$ cat config.mk
export PLATFORM = sky130hd
export DESIGN_NAME = afifo_rd_stream
export DESIGN_NICKNAME = d
export VERILOG_FILES = /design/src/rtl/afifo_rd_stream_pkg.sv /design/src/rtl/afifo_rd_skid_buf.sv /design/src/rtl/afifo_rd_stream.sv
export SDC_FILE = /design/constraint.sdc
export NUM_CORES = 1
export LEC_CHECK = 0
export CORE_ASPECT_RATIO = 1.2
export CORE_MARGIN = 5
export CORE_UTILIZATION = 40
export CTS_CLUSTER_SIZE = 25
export DETAILED_ROUTE_END_ITERATION = 8
export GPL_TIMING_DRIVEN = 0
export PLACE_DENSITY = 0.69
export RECOVER_POWER = 25
export SYNTH_ARGS = -nofsm -noshare
export SYNTH_HDL_FRONTEND = slang
export SYNTH_SLANG_ARGS = --single-unit
$ cat constraint.sdc
create_clock -name rclk -period 2.8 [get_ports rclk]
set_clock_uncertainty 0.15 [all_clocks]
set_input_delay 0.28 -clock rclk [delete_from_list [all_inputs] [get_ports rclk]]
set_output_delay 0.28 -clock rclk [all_outputs]
set_load 0.1 [all_outputs]
$ cat src/rtl/afifo_rd_stream_pkg.sv
// -----------------------------------------------------------------------------
// afifo_rd_stream_pkg
// Shared definitions for the async-FIFO read-side stream consumer:
//   AFIFO_DATA_WIDTH    default FIFO word width
//   AFIFO_RD_BUF_DEPTH  entries in the latency-absorbing output buffer
//   afifo_rd_state_e    read-consumer FSM states
//   afifo_rd_ptr_inc    buffer pointer increment with wrap 2 -> 0
// -----------------------------------------------------------------------------
package afifo_rd_stream_pkg;

    localparam int AFIFO_DATA_WIDTH   = 8;
    localparam int AFIFO_RD_BUF_DEPTH = 3;

    typedef enum logic [1:0] {
        IDLE  = 2'd0,
        RUN   = 2'd1,
        DRAIN = 2'd2
    } afifo_rd_state_e;

    // Depth is not a power of two, so the pointer wrap is explicit.
    function automatic logic [1:0] afifo_rd_ptr_inc(input logic [1:0] ptr);
        return (ptr == 2'(AFIFO_RD_BUF_DEPTH - 1)) ? 2'd0 : ptr + 2'd1;
    endfunction

endpackage

$ cat src/rtl/afifo_rd_skid_buf.sv
// -----------------------------------------------------------------------------
// afifo_rd_skid_buf
// 3-entry circular buffer that absorbs the FIFO read latency.
// Ports:
//   clk_i, rst_ni      clock, synchronous active-low reset
//   push_i/push_data_i write a word at the tail
//   pop_i              advance the head (caller guarantees valid_o)
//   head_data_o        head entry, zero while the buffer is empty
//   valid_o            registered "buffer non-empty"
//   count_o            current occupancy 0..3
//   empty_next_o       occupancy after this cycle's push/pop will be zero
// -----------------------------------------------------------------------------
module afifo_rd_skid_buf
    import afifo_rd_stream_pkg::*;
#(
    parameter int DATA_WIDTH = AFIFO_DATA_WIDTH
) (
    input  logic                  clk_i,
    input  logic                  rst_ni,
    input  logic                  push_i,
    input  logic [DATA_WIDTH-1:0] push_data_i,
    input  logic                  pop_i,
    output logic [DATA_WIDTH-1:0] head_data_o,
    output logic                  valid_o,
    output logic [1:0]            count_o,
    output logic                  empty_next_o
);

    logic [DATA_WIDTH-1:0]         mem_q [AFIFO_RD_BUF_DEPTH];
    logic [1:0]                    head_q, head_d;
    logic [1:0]                    tail_q, tail_d;
    logic [1:0]                    cnt_q, cnt_d;
    logic                          valid_q;
    logic [AFIFO_RD_BUF_DEPTH-1:0] wr_sel;
    logic [DATA_WIDTH-1:0]         head_word;

    // One-hot write select per entry.
    generate
        for (genvar gi = 0; gi < AFIFO_RD_BUF_DEPTH; gi++) begin : g_wr_sel
            assign wr_sel[gi] = push_i && (tail_q == 2'(gi));
        end
    endgenerate

    // Storage needs no reset: the head is only exposed while valid.
    always_ff @(posedge clk_i) begin
        for (int i = 0; i < AFIFO_RD_BUF_DEPTH; i++) begin
            if (wr_sel[i]) begin
                mem_q[i] <= push_data_i;
            end
        end
    end

    always_comb begin
        head_d = pop_i  ? afifo_rd_ptr_inc(head_q) : head_q;
        tail_d = push_i ? afifo_rd_ptr_inc(tail_q) : tail_q;
        cnt_d  = cnt_q;
        case ({push_i, pop_i})
            2'b10:   cnt_d = cnt_q + 2'd1;
            2'b01:   cnt_d = cnt_q - 2'd1;
            default: cnt_d = cnt_q;
        endcase
    end

    always_ff @(posedge clk_i) begin
        if (!rst_ni) begin
            head_q  <= 2'd0;
            tail_q  <= 2'd0;
            cnt_q   <= 2'd0;
            valid_q <= 1'b0;
        end else begin
            head_q  <= head_d;
            tail_q  <= tail_d;
            cnt_q   <= cnt_d;
            valid_q <= (cnt_d != 2'd0);
        end
    end

    always_comb begin
        head_word = '0;
        case (head_q)
            2'd0:    head_word = mem_q[0];
            2'd1:    head_word = mem_q[1];
            2'd2:    head_word = mem_q[2];
            default: head_word = '0;
        endcase
    end

    // Gate with valid so stale entries never leak out after a reset.
    assign head_data_o  = valid_q ? head_word : '0;
    assign valid_o      = valid_q;
    assign count_o      = cnt_q;
    assign empty_next_o = (cnt_d == 2'd0);

endmodule

$ cat src/rtl/afifo_rd_stream.sv
// -----------------------------------------------------------------------------
// afifo_rd_stream
// Read-side consumer of the async FIFO, entirely in the rclk domain. Issues
// fifo_rd_en against fifo_empty, absorbs the one-cycle FIFO read latency in a
// 3-entry buffer and presents the words as a valid/ready stream.
// Ports:
//   rclk, rrst_n     clock, synchronous active-low reset
//   enable           permit new FIFO reads
//   fifo_empty       FIFO empty flag (already in rclk domain)
//   fifo_rdata       FIFO read data, valid the cycle after fifo_rd_en
//   fifo_rd_en       FIFO read strobe (decoded from registers + fifo_empty)
//   m_valid/m_data   stream output, m_ready downstream accept
//   rd_count         completed handshakes, wraps modulo 2^CNT_WIDTH
//   idle             FSM idle, buffer empty, nothing in flight
// -----------------------------------------------------------------------------
module afifo_rd_stream
    import afifo_rd_stream_pkg::*;
#(
    parameter int DATA_WIDTH = AFIFO_DATA_WIDTH,
    parameter int CNT_WIDTH  = 16
) (
    input  logic                  rclk,
    input  logic                  rrst_n,
    input  logic                  enable,
    input  logic                  fifo_empty,
    input  logic [DATA_WIDTH-1:0] fifo_rdata,
    output logic                  fifo_rd_en,
    output logic                  m_valid,
    output logic [DATA_WIDTH-1:0] m_data,
    input  logic                  m_ready,
    output logic [CNT_WIDTH-1:0]  rd_count,
    output logic                  idle
);

    afifo_rd_state_e        state_q, state_d;
    logic                   inflight_q;
    logic [CNT_WIDTH-1:0]   rd_count_q, rd_count_d;
    logic                   idle_q, idle_d;
    logic [1:0]             buf_cnt;
    logic                   buf_empty_next;
    logic [2:0]             occupancy;
    logic                   handshake;

    afifo_rd_skid_buf #(
        .DATA_WIDTH (DATA_WIDTH)
    ) u_buf (
        .clk_i        (rclk),
        .rst_ni       (rrst_n),
        .push_i       (inflight_q),
        .push_data_i  (fifo_rdata),
        .pop_i        (handshake),
        .head_data_o  (m_data),
        .valid_o      (m_valid),
        .count_o      (buf_cnt),
        .empty_next_o (buf_empty_next)
    );

    assign handshake = m_valid && m_ready;

    // Buffered words plus the word in flight must never exceed the buffer,
    // so a read is only issued when a slot is guaranteed. m_ready is not
    // consulted, keeping the downstream path out of the read strobe.
    assign occupancy  = {1'b0, buf_cnt} + {2'b00, inflight_q};
    assign fifo_rd_en = (state_q == RUN) && !fifo_empty
                        && (occupancy < 3'(AFIFO_RD_BUF_DEPTH));

    always_comb begin
        state_d = state_q;
        case (state_q)
            IDLE: begin
                if (enable) state_d = RUN;
            end
            RUN: begin
                if (!enable) state_d = DRAIN;
            end
            DRAIN: begin
                if (enable) begin
                    state_d = RUN;
                end else if (buf_cnt == 2'd0 && !inflight_q) begin
                    state_d = IDLE;
                end
            end
            default: state_d = IDLE;
        endcase
    end

    assign rd_count_d = rd_count_q + CNT_WIDTH'(handshake);
    // fifo_rd_en is next cycle's inflight.
    assign idle_d     = (state_d == IDLE) && buf_empty_next && !fifo_rd_en;

    always_ff @(posedge rclk) begin
        if (!rrst_n) begin
            state_q    <= IDLE;
            inflight_q <= 1'b0;  // a strobe issued during reset is dropped
            rd_count_q <= '0;
            idle_q     <= 1'b1;
        end else begin
            state_q    <= state_d;
            inflight_q <= fifo_rd_en;
            rd_count_q <= rd_count_d;
            idle_q     <= idle_d;
        end
    end

    assign rd_count = rd_count_q;
    assign idle     = idle_q;

endmodule

### Yosys cells after proc, flatten, opt, wreduce, memory -nomap -nowiden

Memories as Yosys holds them, arrays and structs flattened.
Cells that the tools add are included.

| storage, ports and cells | value |
|---|---|
| register bits after elaboration | 27 |
| word-level logic and storage cells | 67 |
| bits of input ports | 13 |
| memories | 1 |
| memory bits (writable) | 24 |
| output and inout port bits | 27 |

Memories:

| name | depth | width | read ports | clocked after Yosys merged registers in | wr ports | line | RTL |
|---|---|---|---|---|---|---|---|
| u_buf.mem_q | 3 | 8 | 3 | 0 | 1 | afifo_rd_skid_buf.sv:29 | `logic [DATA_WIDTH-1:0] mem_q [AFIFO_RD_BUF_DEPTH];` |

| operators by class | value |
|---|---|
| add/subtract/negate cells | 6 |
| eq/ne operators | 8 |
| multiplexer cells | 22 |
| magnitude comparators | 1 |
| reductions and logical operators | 21 |

Operators with widths:

| kind | number |
|---|---|
| $mux 8 | 3 |
| $pmux 8 s3 | 1 |
| $add 16x1->16 | 1 |
| $mux 2 | 8 |
| $reduce_or 8->1 | 2 |
| $logic_not 2->1 | 6 |
| $logic_and 1x1->1 | 9 |
| $eq 2x1->1 const B | 4 |
| $eq 2x2->1 const B | 4 |
| $mux 1 | 8 |
| $add 2x1->2 const B | 3 |
| $pmux 2 s3 | 1 |
| $pmux 2 s2 | 1 |
| $add 2x1->3 | 1 |
| $logic_not 1->1 | 3 |
| $lt 3x2->1 const B | 1 |
| $reduce_bool 2->1 | 1 |
| $sub 2x1->2 const B | 1 |

### Depth between registers and ports, before layout

Gate-level depths: netlist of run 1.

| logic depth | value |
|---|---|
| depth after elaboration | 8 |
| gate-level depth with buffers | 8 |

### Hierarchy

Synthesis of run 1 repeated with hierarchy kept, for this count alone.

| unflattened totals | value |
|---|---|
| cells, all modules | 195 |
| area total of the unflattened synthesis | 2,184.6 µm² |

By module, submodules not included:

| module | cells each | area each (µm²) | seq. area each (µm²) | instances |
|---|---|---|---|---|
| afifo_rd_skid_buf | 96 | 1,275.0 | 860.8 | 1 |
| afifo_rd_stream | 99 | 909.6 | 400.4 | 1 |

### Least setup slack after synthesis of run 1

No wires, ideal clock.

| timing | value |
|---|---|
| kind | register -> register |
| start point | register u_buf.cnt_q[0], in the netlist u_buf.count_o[0] |
| end point | register inflight_q |
| cell stages (with the launch flop) | 5 |
| required time | 2,565 ps |
| period minus slack after synthesis | 6,242 ps |
| buffers on the path | 0 |
| path slack | -3,442 ps |
| arrival time | 6,007 ps |
| library setup time | 85 ps |
| cell sequence | dfxtp_1 ha_1 ha_1 a2111oi_0 and2_1 |

| between the ends | value |
|---|---|
| cells in the longest elaborated chain, start to end | 3 |

Ends and longest elaborated chain:

| item | line | RTL |
|---|---|---|
| start: declaration | afifo_rd_skid_buf.sv:32 | `logic [1:0] cnt_q, cnt_d;` |
| start signal: assignment | afifo_rd_skid_buf.sv:73 | `cnt_q <= cnt_d;` |
| $add 2x1->3 | afifo_rd_stream.sv:63 | `assign occupancy = {1'b0, buf_cnt} + {2'b00, inflight_q};` |
| $lt 3x2->1 | afifo_rd_stream.sv:65 | `&& (occupancy < 3'(AFIFO_RD_BUF_DEPTH));` |
| $logic_and 1x1->1 | afifo_rd_stream.sv:65 |  |
| net fifo_rd_en | afifo_rd_stream.sv:27 | `output logic fifo_rd_en,` |
| end signal: assignment | afifo_rd_stream.sv:99 | `inflight_q <= fifo_rd_en;` |
| end: declaration | afifo_rd_stream.sv:36 | `logic inflight_q;` |

The timed path passes the listed nets, and every way through them passes these cells.
A chain may end at the register's enable or synchronous reset.

### Worst setup path in the final report of run 1

| timing | value |
|---|---|
| start point | register u_buf.cnt_q[0], in the netlist u_buf.count_o[0] |
| end point | output port fifo_rd_en |

| between the ends | value |
|---|---|
| cells in the longest elaborated chain, start to end | 3 |

Ends and longest elaborated chain:

| item | line |
|---|---|
| $add 2x1->3 | afifo_rd_stream.sv:63 |
| $lt 3x2->1 | afifo_rd_stream.sv:65 |
| $logic_and 1x1->1 | afifo_rd_stream.sv:65 |
| end: declaration | afifo_rd_stream.sv:27 |

Every way passes these cells.

==> results.sh, run 1 <==
export IMPL_antenna_found_initial=0
export IMPL_cts_num_sinks=51
export IMPL_syn_to_final_growth_pct=28.0
export IMPL_fillCellCount=487
export IMPL_cts_root_buf="clkbuf_8"
export IMPL_drive_gt1_share_pct=10.0
export IMPL_drt_wl_total_um=4100
export IMPL_chipWidth_um=76.2
export IMPL_setup_ws_ps=216
export IMPL_finalSetupViolCount=0
export IMPL_multiInputGateArea_um2=822
export IMPL_comb_power_share_pct=13.8
export IMPL_gp_congestion=0.749
export IMPL_syn_nets=209
export IMPL_routedWlPerCell_um=13.6
export IMPL_p_leak_nw=0.890
export IMPL_cts_tree="done"
export IMPL_grt_pass1_wl_um=6860
export IMPL_syn_cell_area_um2=2110
export IMPL_synthCells=191
export IMPL_regArea_um2=1260
export IMPL_setup_worst_path_start_class="register"
export IMPL_status="finished, final reports clean"
export IMPL_synth_main_ff_cell="dfxtp_1"
export IMPL_grt_max_degree=16
export IMPL_grt_pass1_vias=1481
export IMPL_power_w=0.00139
export IMPL_intPower_w=0.00102
export IMPL_r2r_cells=8
export IMPL_port_buffers=39
export IMPL_power_frac_seq_pct=57.9
export IMPL_whs_path_depth=1
export IMPL_core_area_um2=5190
export IMPL_die_area_um2=6820
export IMPL_syn_area_per_cell_um2=11.0
export IMPL_num_antenna_cells=0
export IMPL_insertion_delay_ps=290
export IMPL_hold_viol=0
export IMPL_swShare_pct=26.8
export IMPL_ios=40
export IMPL_utilization_pct=52.0
export IMPL_cts_htree_levels=2
export IMPL_path_common_cell="ha_1"
export IMPL_crit_fanout=6
export IMPL_path_clk_slew_ps=80
export IMPL_initial_core_util_pct=40.6
export IMPL_fin_crit_sh_pct=92.3
export IMPL_drv_slew=0
export IMPL_slew_headroom_pct=35.1
export IMPL_critPathCaptureType="primary output"
export IMPL_crit_chain="ha_1 -> ha_1 -> a2111oi_4 -> clkdlybuf4s15_2"
export IMPL_tightestPinTransition_ps=970
export IMPL_ir_worst_vdd_uv=237
export IMPL_slowest_stage="clkdlybuf4s15_2"
export IMPL_pre_cts_ws_ps=-192
export IMPL_fmax_ghz=0.387
export IMPL_num_rows=29
export IMPL_rsz0062_at_grt="false"
export IMPL_p_per_area_nw_per_um2=515
export IMPL_drc_errors=0
export IMPL_hold_class="register to register"
export IMPL_synth_yosys_seq_area_share_pct=59.9
export IMPL_power_clock_fraction_pct=28.2
export IMPL_ys_warn_count=0
export IMPL_placed_cells=292
export IMPL_drt_first_pass_iters=4
export IMPL_crit_arrival_ps=2150
export IMPL_drv_cap=0
export IMPL_crit_family="buffers and inverters"
export IMPL_stdcell_count=301
export IMPL_synth_edff_count=24
export IMPL_ys_async_sr_fraction_pct=0
export IMPL_final_net_count=256
export IMPL_cp_num_buf_inv=1
export IMPL_p_sw_w=0.000372
export IMPL_viasPerCell=5.05
export IMPL_drtIter0Drc=68
export IMPL_synth_ff_latch_count=51
export IMPL_synth_cell_types=30
export IMPL_fp_dieH_um=89.5
export IMPL_post_route_min_period_ps=2580
export IMPL_critPathRequiredTime_ps=2370
export IMPL_hpwl_um=2970
export IMPL_cts_buffers=5
export IMPL_max_stage_delay_ps=600
export IMPL_antenna_left=0
export IMPL_cp_depth=4
export IMPL_overflow=0
export IMPL_critPathKind="register to primary output"
export IMPL_clockBufferDepth=2
export IMPL_cts_setup_buffers=0
export IMPL_grtUsageTotal_pct=12.8
export IMPL_vias=1519
==> logic make-up after synthesis <==
kind of cell             Yosys count  synth area share [%]
XOR/XNOR                          14                  5.82
buffers and inverters             12                  2.20
AND/OR/NAND/NOR                   76                  18.7
flip-flops                        51                  59.9
multiplexers                       8                  3.80
adder cells (fa/ha/maj)            5                  2.97
AO/OA/AOI/OAI                     25                  6.59
==> cells in the mapped netlist, drive strengths merged (6+ instances only) <==
master / instances / share of area (%)
a21oi: 9 / 2.1
dfxtp: 27 / 26
nand2: 16 / 2.9
inv: 6 / 1.1
nor2: 20 / 3.6
o21ai: 11 / 2.6
mux2i: 8 / 3.8
edfxtp: 24 / 34
and2: 11 / 3.3
xnor2: 11 / 4.6
nor3: 7 / 1.7
==> placed cells by master, fill, tap and decap left out, types with 2 or more instances in the layout <==
| cell type | instances |
|---|---|
| dfxtp_1 | 26 |
| edfxtp_1 | 24 |
| clkdlybuf4s50_1 | 21 |
| nor2_1 | 20 |
| nand2_1 | 16 |
| o21ai_0 | 11 |
| and2_1 | 11 |
| xnor2_1 | 11 |
| a21oi_1 | 9 |
| dlygate4sd3_1 | 9 |
| mux2i_1 | 8 |
| clkdlybuf4s15_2 | 8 |
| nor3_1 | 7 |
| inv_1 | 6 |
| ha_1 | 5 |
| clkbuf_8 | 5 |
| clkbuf_1 | 4 |
| nand3_1 | 4 |
| clkbuf_2 | 3 |
| xor2_1 | 3 |
| nand2b_1 | 2 |
| nand4_2 | 2 |
| o31ai_1 | 2 |
| or4_1 | 2 |
| nand4_1 | 2 |
| nor4_1 | 2 |
| or3_1 | 2 |
| nor3b_1 | 2 |
| a211oi_1 | 2 |
| clkinv_1 | 2 |
==> timing repair <==
item | 4_1_cts | 5_1_grt
hold buffers | 0 | 0
resized for setup | 25 | 3
setup endpoints to repair | 9 | 7
endpoints found under the hold margin | 0 | 0
pin swaps | 0 | 0
==> per-stage QoR <==
stage / area, um^2 / hold slack [ps] / TNS (ps)
4_1_cts: 2690 / 323 / 0
3_3_place_gp: 2590 / 296 / -942
6_report: 2700 / 322 / 0
3_5_place_dp: 2590 / 310 / -1100
5_1_grt: 2700 / 341 / 0
2_1_floorplan: 2130 / 202 / 0
==> worst register-to-register path, delay by kind of cell, from the launching register on <==
family,cells,cell delay [ps]
adder cells (fa/ha/maj),1,230
flip-flops,1,430
AO/OA/AOI/OAI,1,140
buffers and inverters,2,260
AND/OR/NAND/NOR,4,1010
==> area by class of cell <==
cell class              count  share of cell area [%]
repair buffers             40                    14.9
flip-flops and latches     51                    46.8
multi-input cells         128                    30.5
clock inverters             3                   0.557
clock buffers               5                    2.55
inverters                   6                   0.835
well taps                  62                    2.88
plain buffers               6                   0.928
==> power groups by stage <==
stage / clock, W / combinational, W / sequential [W]
floorplan: 0 / 0.000103 / 0.000855
CTS: 0.000409 / 0.000196 / 0.000805
global route: 0.000434 / 0.000203 / 0.000807
global placement: 0 / 0.000195 / 0.000821
detailed placement: 0 / 0.000198 / 0.000822
finish: 0.000392 / 0.000192 / 0.000804
==> metal layers <==
| layer | routed length [um] | vias up | track usage [%] |
|---|---|---|---|
| met3 | 143 | 6 | 3.53 |
| met5 | 0 | - | 0 |
| met4 | 84 | 0 | 5.25 |
| li1 | - | 762 | - |
| met2 | 2200 | 23 | 23.8 |
| met1 | 1680 | 728 | 13.9 |
==> final timing paths <==
path             endpoint  slack [ps]              from
max reg2reg  rd_count[13]         510     u_buf.valid_o
min            state_q[0]         320        state_q[1]
min reg2reg    state_q[0]         320        state_q[1]
max            fifo_rd_en         220  u_buf.count_o[0]
==> registers in the layout, summed over array words and instances, names as in the netlist, 2 cells and up <==
name and cells:
u_buf.head_q 2, u_buf.count_o 2, state_q 2, u_buf.tail_q 2, rd_count 16, u_buf.mem_q 24
Power figures use the tool's default switching activity.
==> inputs of run 2 (changes only) <==
ABC_AREA = 1   (was default)
PLACE_DENSITY = 0.68   (was 0.69)
==> results.sh, run 2 <==
export IMPL_syn_cell_area_um2=2250
export IMPL_rrSetupSlack_ps=650
export IMPL_clockBufferDepth=2
export IMPL_synth_cell_types=23
export IMPL_regArea_um2=1260
export IMPL_ys_async_sr_fraction_pct=0
export IMPL_die_area_um2=7230
export IMPL_synth_common_cells="nand2_1, inv_1, dfxtp_1"
export IMPL_chipWidth_um=78.5
export IMPL_grt_pass1_vias=1840
export IMPL_r2r_cells=12
export IMPL_overflow=0
export IMPL_syn_area_per_cell_um2=8.30
export IMPL_grt_max_degree=18
export IMPL_max_stage_delay_ps=840
export IMPL_port_buffers=39
export IMPL_gp_congestion=0.815
export IMPL_postLayoutCellArea_um2=2820
export IMPL_syn_nets=289
export IMPL_hp_start="rd_count[15]"
export IMPL_grtUsageTotal_pct=14.1
export IMPL_status="finished, final reports clean"
export IMPL_synth_top_area_share_pct=32.0
export IMPL_initial_core_util_pct=40.5
export IMPL_post_route_min_period_ps=2660
export IMPL_cts_htree_levels=2
export IMPL_synth_edff_count=24
export IMPL_num_rows=30
export IMPL_fmax_ghz=0.376
export IMPL_synthTopCellsByArea="edfxtp_1, dfxtp_1, nand2_1"
export IMPL_drc_errors=0
export IMPL_ios=40
export IMPL_p_per_area_nw_per_um2=548
export IMPL_hold_viol=0
export IMPL_utilization_pct=50.8
export IMPL_synthCells=271
export IMPL_tightestPinTransition_ps=1250
export IMPL_num_antenna_cells=0
export IMPL_r2r_end="rd_count[10]"
export IMPL_drt_first_pass_iters=4
export IMPL_pre_cts_ws_ps=162
export IMPL_rsz0062_at_grt="false"
export IMPL_drv_slew=0
export IMPL_cts_buffers=5
export IMPL_post_dp_cell_area_um2=2720
export IMPL_whs_path_depth=2
export IMPL_p_leak_nw=1.25
export IMPL_ys_warn_count=0
export IMPL_fp_dieH_um=92.2
export IMPL_cts_hold_buf=0
export IMPL_layout_commonest_cell="nand2_1"
export IMPL_final_net_count=335
export IMPL_min_to="rd_count[15]"
export IMPL_critPathKind="register to primary output"
export IMPL_synth_ff_latch_count=51
export IMPL_insertion_delay_ps=300
export IMPL_crit_chain="inv_1 -> nor2_2 -> nand2_1 -> nand3_1 -> nand2_1 -> inv_1 -> dlygate4sd2_1"
export IMPL_whs_ps=337
export IMPL_path_clk_slew_ps=90
export IMPL_critPathRequiredTime_ps=2370
export IMPL_cts_root_buf="clkbuf_8"
export IMPL_critPathLaunch="u_buf.head_q[0]"
export IMPL_setup_worst_path_start_class="register"
export IMPL_fin_crit_sh_pct=95.0
export IMPL_viasPerCell=4.76
export IMPL_crit_arrival_ps=2230
export IMPL_synth_yosys_seq_area_share_pct=56.1
export IMPL_routedWlPerCell_um=12.0
export IMPL_antenna_found_initial=0
export IMPL_fillCellCount=547
export IMPL_multiInputGateArea_um2=791
export IMPL_yosys_area_top_type="edfxtp_1"
export IMPL_vias=1820
export IMPL_grt_pass1_wl_um=7970
export IMPL_synth_most_common_cell="nand2_1"
export IMPL_syn_to_final_growth_pct=25.5
export IMPL_drive_gt1_share_pct=6.92
export IMPL_finalSetupViolCount=0
export IMPL_ir_worst_vdd_uv=297
export IMPL_crit_fanout=9
export IMPL_hold_class="register to register"
export IMPL_slew_headroom_pct=16.0
export IMPL_drtIter0Drc=76
export IMPL_drv_cap=0
export IMPL_cts_num_sinks=51
export IMPL_drt_wl_total_um=4590
export IMPL_final_cell_mix="nand2_1, inv_1, dfxtp_1"
export IMPL_r2r_start="u_buf.valid_o"
export IMPL_hpwl_um=3420
export IMPL_fin_setup_tns_ps=0
export IMPL_synth_main_ff_cell="dfxtp_1"
export IMPL_critPathCaptureType="primary output"
export IMPL_max_flop_register="u_buf.mem_q"
export IMPL_largest_reg_flops=24
export IMPL_slowest_stage="dlygate4sd2_1"
export IMPL_core_area_um2=5560
export IMPL_cts_tree="done"
export IMPL_antenna_left=0
export IMPL_setup_ws_ps=139
[run 2: changes by cell type in the layout (fill, tap and decap cells not counted), moves of 8 or more]
cell | previous run | this run
nand2_1 | 16 | 82
inv_1 | 6 | 49
nand3_1 | 4 | 18
and2_1 | 11 | 0
xnor2_1 | 11 | 0
clkdlybuf4s15_2 | 8 | 0
mux2i_1 | 8 | 0
[run 2: layout make-up]
| type | count | share of cell area (%) |
|---|---|---|
| Buffer | 3 | 0.487 |
| Inverter | 49 | 6.51 |
| Clock buffer | 5 | 2.44 |
| Sequential cell | 51 | 44.7 |
| Multi-Input combinational cell | 168 | 28.0 |
| Timing Repair Buffer | 39 | 13.4 |
| Tap cell | 64 | 2.84 |
| Clock inverter | 3 | 1.64 |
[run 2: layer usage]
layer	vias up	track usage (%)	part of all wire, %
met1	837	14.9	43
met2	33	25.9	52
met3	7	3.14	2.8
li1	943	-	-
met4	0	6.85	2.3
met5	-	0	0
[run 2: where the power goes]
group / switching [W] / internal [W] / leakage [nW]
Clock: 0.000241 / 0.000269 / 0.0548
Combinational: 0.000177 / 0.0000570 / 0.763
Sequential: 0.00000870 / 0.000793 / 0.435
Total: 0.000427 / 0.00112 / 1.25
[run 2: how the worst max path moves through the flow]
stage	depth (start not counted)	slack [ps]	endpoint
floorplan	12	60	rd_count[10]
global placement	7	180	m_data[0]
detailed placement	7	160	m_data[2]
CTS	7	100	m_data[2]
global route	7	2	m_data[6]
finish	7	140	m_data[2]
[run 2: repair_timing]
item                                    in CTS  in global routing
gates resized for setup                      9                  5
endpoints found under the setup margin       9                  4
setup buffers                                0                  0
[run 2: critical path: cells and delay by family, from the launching register on]
| family | cells | cell delay, ps |
|---|---|---|
| AND/OR/NAND/NOR | 4 | 580 |
| buffers and inverters | 3 | 970 |
| flip-flops | 1 | 380 |
[run 2: cells by family after synthesis]
kind of cell / after synthesis / synth area share [%]
buf+inv: 52 / 8.79
compound gates: 22 / 5.67
fa+ha+maj: 5 / 2.78
flops: 51 / 56.1
simple gates: 141 / 26.7
[run 2: metrics by stage]
stage | std cells | power (W)
3_3_place_gp | 374 | 0.00106
2_1_floorplan | 271 | 0.000994
6_report | 382 | 0.00155
4_1_cts | 382 | 0.00157
5_1_grt | 382 | 0.00161
3_5_place_dp | 374 | 0.00106
